### config.mk
export PLATFORM = sky130hd
export DESIGN_NAME = dtree_class_binner_flat
export DESIGN_NICKNAME = d
export VERILOG_FILES = /design/src/rtl/dtree_pkg.sv /design/src/rtl/dtree_class_binner_if.sv /design/src/rtl/dtree_sat_counter.sv /design/src/rtl/dtree_class_binner.sv /design/src/flat_wrapper.sv
export SDC_FILE = /design/constraint.sdc
export NUM_CORES = 1
export LEC_CHECK = 0
export CORE_ASPECT_RATIO = 1.75
export CORE_MARGIN = 10
export CORE_UTILIZATION = 45
export CTS_BUF_LIST = sky130_fd_sc_hd__clkbuf_4
export CTS_CLUSTER_DIAMETER = 200
export DETAILED_ROUTE_END_ITERATION = 8
export PLACE_DENSITY = 0.66
export SYNTH_ARGS = -nofsm -noshare
export SYNTH_HDL_FRONTEND = slang
export SYNTH_HIERARCHICAL = 1
export SYNTH_SLANG_ARGS = --single-unit
### constraint.sdc
create_clock -name clk -period 4 [get_ports clk]
set_clock_uncertainty 0.1 [all_clocks]
set_input_delay 0.6 -clock clk [delete_from_list [all_inputs] [get_ports clk]]
set_output_delay 0.6 -clock clk [all_outputs]
set_load 0.03 [all_outputs]
### src/rtl/dtree_pkg.sv
// Shared types for the dtree class binner: default widths,
// bin index type and readout FSM states.
package dtree_pkg;

  localparam int DEF_LEVEL_WIDTH = 2;
  localparam int DEF_PATH_WIDTH  = 2;
  localparam int DEF_BIN_WIDTH   =
    DEF_LEVEL_WIDTH + DEF_PATH_WIDTH;

  typedef logic [DEF_BIN_WIDTH-1:0] bin_idx_t;

  typedef enum logic {
    S_IDLE,
    S_STREAM
  } state_t;

endpackage

### src/rtl/dtree_class_binner_if.sv
// Histogram readout stream: one word per class, valid/ready.
// master drives index/count/valid/last, slave drives ready.
interface dtree_class_binner_if #(
  parameter int BIN_WIDTH   = 4,
  parameter int COUNT_WIDTH = 8
);

  logic [BIN_WIDTH-1:0]   bin_index;
  logic [COUNT_WIDTH-1:0] bin_count;
  logic                   bin_valid;
  logic                   bin_last;
  logic                   bin_ready;

  modport master (
    output bin_index,
    output bin_count,
    output bin_valid,
    output bin_last,
    input  bin_ready
  );

  modport slave (
    input  bin_index,
    input  bin_count,
    input  bin_valid,
    input  bin_last,
    output bin_ready
  );

endinterface

### src/rtl/dtree_sat_counter.sv
// Saturating per-class counter with synchronous clear.
// count_next is the value including this cycle's inc (for snapshots).
module dtree_sat_counter #(
  parameter int WIDTH = 8
) (
  input  logic             clk,
  input  logic             reset,
  input  logic             inc,
  input  logic             clr,
  output logic [WIDTH-1:0] count_next
);

  logic [WIDTH-1:0] count;

  // A clear and an event in the same cycle: the event
  // belongs to the fresh window.
  always_comb begin
    count_next = count;
    if (clr) begin
      count_next = inc ? WIDTH'(1) : '0;
    end else if (inc && (count != '1)) begin
      count_next = count + 1'b1;
    end
  end

  always_ff @(posedge clk or negedge reset) begin
    if (!reset) count <= '0;
    else        count <= count_next;
  end

endmodule

### src/rtl/dtree_class_binner.sv
// Counts dtree spikes per class over a tick window, snapshots
// the histogram and streams it out while the next window counts.
module dtree_class_binner
  import dtree_pkg::*;
#(
  parameter int LEVEL_WIDTH = DEF_LEVEL_WIDTH,
  parameter int PATH_WIDTH  = DEF_PATH_WIDTH,
  parameter int COUNT_WIDTH = 8,
  parameter int WINDOW_LEN  = 1000
) (
  input  logic                   clk,
  input  logic                   reset,
  input  logic                   tick,
  input  logic [LEVEL_WIDTH-1:0] level,
  input  logic [PATH_WIDTH-1:0]  path,
  input  logic                   in_valid,
  output logic                   overrun,
  dtree_class_binner_if.master   bin_if
);

  localparam int BIN_WIDTH = LEVEL_WIDTH + PATH_WIDTH;
  localparam int NUM_BINS  = 2 ** BIN_WIDTH;
  localparam int WIN_WIDTH = $clog2(WINDOW_LEN);

  typedef logic [COUNT_WIDTH-1:0] cnt_t;

  logic [BIN_WIDTH-1:0] cls;
  logic [WIN_WIDTH-1:0] wcnt;
  logic                 window_end;
  logic                 clr;
  cnt_t                 live_nx [NUM_BINS];
  cnt_t                 shadow  [NUM_BINS];

  state_t               state, state_nx;
  logic [BIN_WIDTH-1:0] idx, idx_nx;
  logic                 last, xfer, load, ovr_nx;

  assign cls = {level, path};

  for (genvar gi = 0; gi < NUM_BINS; gi++) begin : g_live
    dtree_sat_counter #(
      .WIDTH(COUNT_WIDTH)
    ) u_cnt (
      .clk       (clk),
      .reset     (reset),
      .inc       (in_valid && (cls == BIN_WIDTH'(gi))),
      .clr       (clr),
      .count_next(live_nx[gi])
    );
  end

  assign window_end =
    tick && (wcnt == WIN_WIDTH'(WINDOW_LEN - 1));

  always_ff @(posedge clk or negedge reset) begin
    if (!reset) begin
      wcnt <= '0;
      clr  <= 1'b0;
    end else begin
      clr <= window_end;
      if (window_end) wcnt <= '0;
      else if (tick)  wcnt <= wcnt + 1'b1;
    end
  end

  assign last = (idx == BIN_WIDTH'(NUM_BINS - 1));
  assign xfer = (state == S_STREAM) && bin_if.bin_ready;

  // The final beat frees the shadow, so a coinciding window
  // end reloads it instead of counting as an overrun.
  always_comb begin
    state_nx = state;
    idx_nx   = idx;
    load     = 1'b0;
    ovr_nx   = 1'b0;
    unique case (state)
      S_IDLE: begin
        if (window_end) begin
          load     = 1'b1;
          idx_nx   = '0;
          state_nx = S_STREAM;
        end
      end
      S_STREAM: begin
        if (xfer) idx_nx = idx + 1'b1;
        if (xfer && last) begin
          if (window_end) load = 1'b1;
          else            state_nx = S_IDLE;
        end else if (window_end) begin
          ovr_nx = 1'b1;
        end
      end
    endcase
  end

  always_ff @(posedge clk or negedge reset) begin
    if (!reset) state <= S_IDLE;
    else        state <= state_nx;
  end

  always_ff @(posedge clk or negedge reset) begin
    if (!reset) begin
      idx     <= '0;
      overrun <= 1'b0;
      for (int i = 0; i < NUM_BINS; i++) shadow[i] <= '0;
    end else begin
      idx     <= idx_nx;
      overrun <= ovr_nx;
      if (load) begin
        for (int i = 0; i < NUM_BINS; i++)
          shadow[i] <= live_nx[i];
      end
    end
  end

  assign bin_if.bin_valid = (state == S_STREAM);
  assign bin_if.bin_index = idx;
  assign bin_if.bin_count = shadow[idx];
  assign bin_if.bin_last  = (state == S_STREAM) && last;

endmodule

### src/flat_wrapper.sv
// flat-port wrapper written by rule: the top's interface ports become plain ports
module dtree_class_binner_flat import dtree_pkg::*;
#(
  parameter int LEVEL_WIDTH = DEF_LEVEL_WIDTH,
  parameter int PATH_WIDTH  = DEF_PATH_WIDTH,
  parameter int COUNT_WIDTH = 8,
  parameter int WINDOW_LEN  = 1000
)
  (clk, reset, tick, level, path, in_valid, overrun, bin_if_bin_index, bin_if_bin_count, bin_if_bin_valid, bin_if_bin_last, bin_if_bin_ready);
  dtree_class_binner_if #(.BIN_WIDTH(4), .COUNT_WIDTH(COUNT_WIDTH)) bin_if_i ();
  input  logic clk;
  input  logic reset;
  input  logic tick;
  input  logic [LEVEL_WIDTH-1:0] level;
  input  logic [PATH_WIDTH-1:0] path;
  input  logic in_valid;
  output logic overrun;
  output wire logic [$bits(bin_if_i.bin_index)-1:0] bin_if_bin_index;
  output wire logic [$bits(bin_if_i.bin_count)-1:0] bin_if_bin_count;
  output wire logic [$bits(bin_if_i.bin_valid)-1:0] bin_if_bin_valid;
  output wire logic [$bits(bin_if_i.bin_last)-1:0] bin_if_bin_last;
  input wire logic [$bits(bin_if_i.bin_ready)-1:0] bin_if_bin_ready;
  assign bin_if_bin_index = bin_if_i.bin_index;
  assign bin_if_bin_count = bin_if_i.bin_count;
  assign bin_if_bin_valid = bin_if_i.bin_valid;
  assign bin_if_bin_last = bin_if_i.bin_last;
  assign bin_if_i.bin_ready = bin_if_bin_ready;
  dtree_class_binner #(.LEVEL_WIDTH(LEVEL_WIDTH), .PATH_WIDTH(PATH_WIDTH), .COUNT_WIDTH(COUNT_WIDTH), .WINDOW_LEN(WINDOW_LEN)) u_core (.clk(clk), .reset(reset), .tick(tick), .level(level), .path(path), .in_valid(in_valid), .overrun(overrun), .bin_if(bin_if_i));
endmodule
==> results_dict.tcl <==
set metrics [dict create \
    core_area_um2 33100 \
    synth_edf_count 0 \
    status "completed" \
    clk_pin_slew_ns 0.07 \
    grt_usage_pct 16.8 \
    r2r_slack_ns 1.25 \
    syn_area_per_cell_um2 11.7 \
    finalWorstSetupSlack_ns 0.236 \
    ant_nets 0 \
    ys_seq_elements 273 \
    cts_setup_buffers 0 \
    ys_warn_count 6 \
    seq_area_um2 6840 \
    detail_route.wl_per_cell_um 19.4 \
    crit_arrival_ns 3.06 \
    viasPerCell 5.76 \
    final-setup-viol-count 0 \
    required_ns 3.30 \
    place_ws_ns 0.494 \
    grt_max_degree 113 \
    syn_to_final_growth_pct 7.50 \
    worstSetupEndpointType "output pin" \
    hpwl_mm 24.6 \
    period_share_pct 94.1 \
    cts-root-buf "clkbuf_4" \
    crit_type "flop to output pin" \
    synthMostInstantiatedCell "dfrtp_1" \
    drt_iter0_markers 546 \
    die_w_um 159 \
    start_util_pct 45.7 \
    hold_viol_final 0 \
    clock_sinks 273 \
    cp-start-kind "flop" \
    synth_top_area_share_pct 45.1 \
    multi_input_area_um2 7460 \
    slew_viol_final 0 \
    die-area_um2 41700 \
    grt_antenna_before_repair 1 \
    synthDistinctLibCells 47 \
    ys.flop_type "dfrtp_1" \
    cts_tree "done" \
    fillers 2955 \
    vias 10500 \
    grt.overflow.total 0 \
    cts_max_level 3 \
    wl_mm 35.3 \
    tightest_slew_ns 0.941 \
    path_max_fanout 24 \
    power_density_nw_per_um2 444 \
    synth_area_leaders "dfrtp_1, mux2_4, mux2i_1, nand2b_1, a21oi_1" \
    fmax_ghz 0.266 \
    drive_gt1_share_pct 23.7 \
    pin_count 24 \
    syn_nets 1321 \
    clkLatencyLatePin_ns 0.74 \
    relSlewSlack_pct 37.3 \
    die_h_um 263 \
    rows 88 \
    synth_area_leader_cell "dfrtp_1" \
    tns_ns 0 \
    maxCapViolations 0 \
    final_nets 1354 \
    hp-class "flop to flop" \
    clk_path_buf_depth 3 \
    synthesis.area_um2 15200 \
    rsz0062_at_grt "no" \
    grt_pass1_wl_mm 56.9 \
    gp_congestion 0.851 \
    first_pass_iters 5 \
    synth_cells 1294 \
    port_buffers 23 \
    numCtsBuffers 67 \
    async_flop_share_pct 100 \
    irDropWorstVdd_mv 0.277 \
    seq_area_frac_synth_pct 45.1 \
    drc 0 \
    synth_commonest_cells "dfrtp_1, mux2_4, a21oi_1" \
    p_leak_uw 0.00728 \
    grt_pass1_vias 10600 \
    period_needed_ns 3.76 \
]
## cells in the final DEF (no fill, tap or decap), drive strengths merged, types with 17 or more instances in the layout
| cell type | count |
|---|---|
| o21ai | 63 |
| nand2b | 67 |
| nor2 | 33 |
| nor3 | 22 |
| clkinv | 21 |
| mux2 | 146 |
| o31ai | 17 |
| buf | 19 |
| or3 | 34 |
| nand2 | 53 |
| ha | 18 |
| dfrtp | 273 |
| a21oi | 99 |
| inv | 37 |
| or4 | 17 |
| nand3 | 36 |
| nand4 | 54 |
| clkbuf | 92 |
| and4 | 17 |
| o211ai | 17 |
| mux2i | 48 |
| nor2b | 17 |
| clkdlybuf4s50 | 22 |
## layer usage
metal | track usage, % | part of all wire (%) | vias to the layer above
li1 | - | - | 4904
met4 | 10.8 | 5.0 | 0
met5 | 0 | 0 | -
met1 | 18.4 | 39 | 5312
met2 | 28.8 | 52 | 215
met3 | 3.57 | 4.1 | 83
## path summary, 6_finish.rpt
check | start | end | depth (start not counted)
worst max-delay path | u_core/bin_if.bin_index[0] | bin_if_bin_count[1] | 6
worst min-delay path | u_core/shadow[58] | u_core/shadow[58] | 1
worst max register to register | u_core/bin_if.bin_index[1] | u_core/shadow[59] | 7
worst min register to register | u_core/shadow[58] | u_core/shadow[58] | 1
max in group asynchronous | reset | u_core/g_live[13].u_cnt/count[7] | 3
min in group asynchronous | reset | u_core/g_live[2].u_cnt/count[7] | 2
## metrics by stage
stage / cells / hold slack [ns] / total power (uW) / util, % / area, um^2
floorplan: 1294 / 0.204 / 4580 / - / 15200
global placement: 1707 / 0.386 / 4850 / 46.5 / 15400
detailed placement: 1707 / 0.391 / 4920 / 46.5 / 15400
CTS: 1825 / 0.407 / 7340 / 49.1 / 16300
global route: 1826 / 0.417 / 7700 / 49.1 / 16300
finish: 1826 / 0.407 / 7230 / 49.1 / 16300
## flip-flops by register name, summed over array words and instances, names as in the netlist
| register | flops |
|---|---|
| u_core/overrun | 1 |
| u_core/clr | 1 |
| u_core/shadow | 128 |
| u_core/bin_if.bin_index | 4 |
| u_core/wcnt | 10 |
| u_core/bin_if.bin_valid | 1 |
| u_core/g_live.u_cnt/count | 128 |
## layout make-up
class / count / area share (%)
Inverter: 36 / 0.883
Multi-Input combinational cell: 907 / 45.8
Antenna cell: 1 / 0.0154
Clock buffer: 92 / 4.24
Clock inverter: 25 / 0.930
Sequential cell: 273 / 42.0
Tap cell: 450 / 3.46
Timing Repair Buffer: 42 / 2.67
## critical path, cell delays in order, from the launching register on
cell and delay, ns:
dfrtp_2 0.39, buf_6 0.31, mux2i_1 0.22, a221oi_1 0.38, o21ai_0 0.15, nand2_1 0.16, clkdlybuf4s50_1 0.70
## repair_timing
action | CTS | global route
endpoints found under the hold margin | 106 | 0
hold buffers | 1 | 0
setup endpoints to repair | 8 | 8
gates resized for setup | 1 | 7
## power by group
part	switching [uW]	total [uW]	internal [uW]	leakage (uW)
combinational	728	1260	527	0.00333
clock	1160	2360	1200	0.000505
sequential	483	3610	3130	0.00344
## cells by family after synthesis
group                      after synthesis  synth area share [%]
adders and majority gates               18                  1.49
muxes                                  210                  19.8
buffers and inverters                  114                  5.85
and+or+nand+nor                        419                  16.9
xor gates and xnor gates                 7                 0.405
AOI/OAI and AO/OA                      253                  10.5
DFF                                    273                  45.1
No activity file was read; power rests on OpenSTA's default activity.
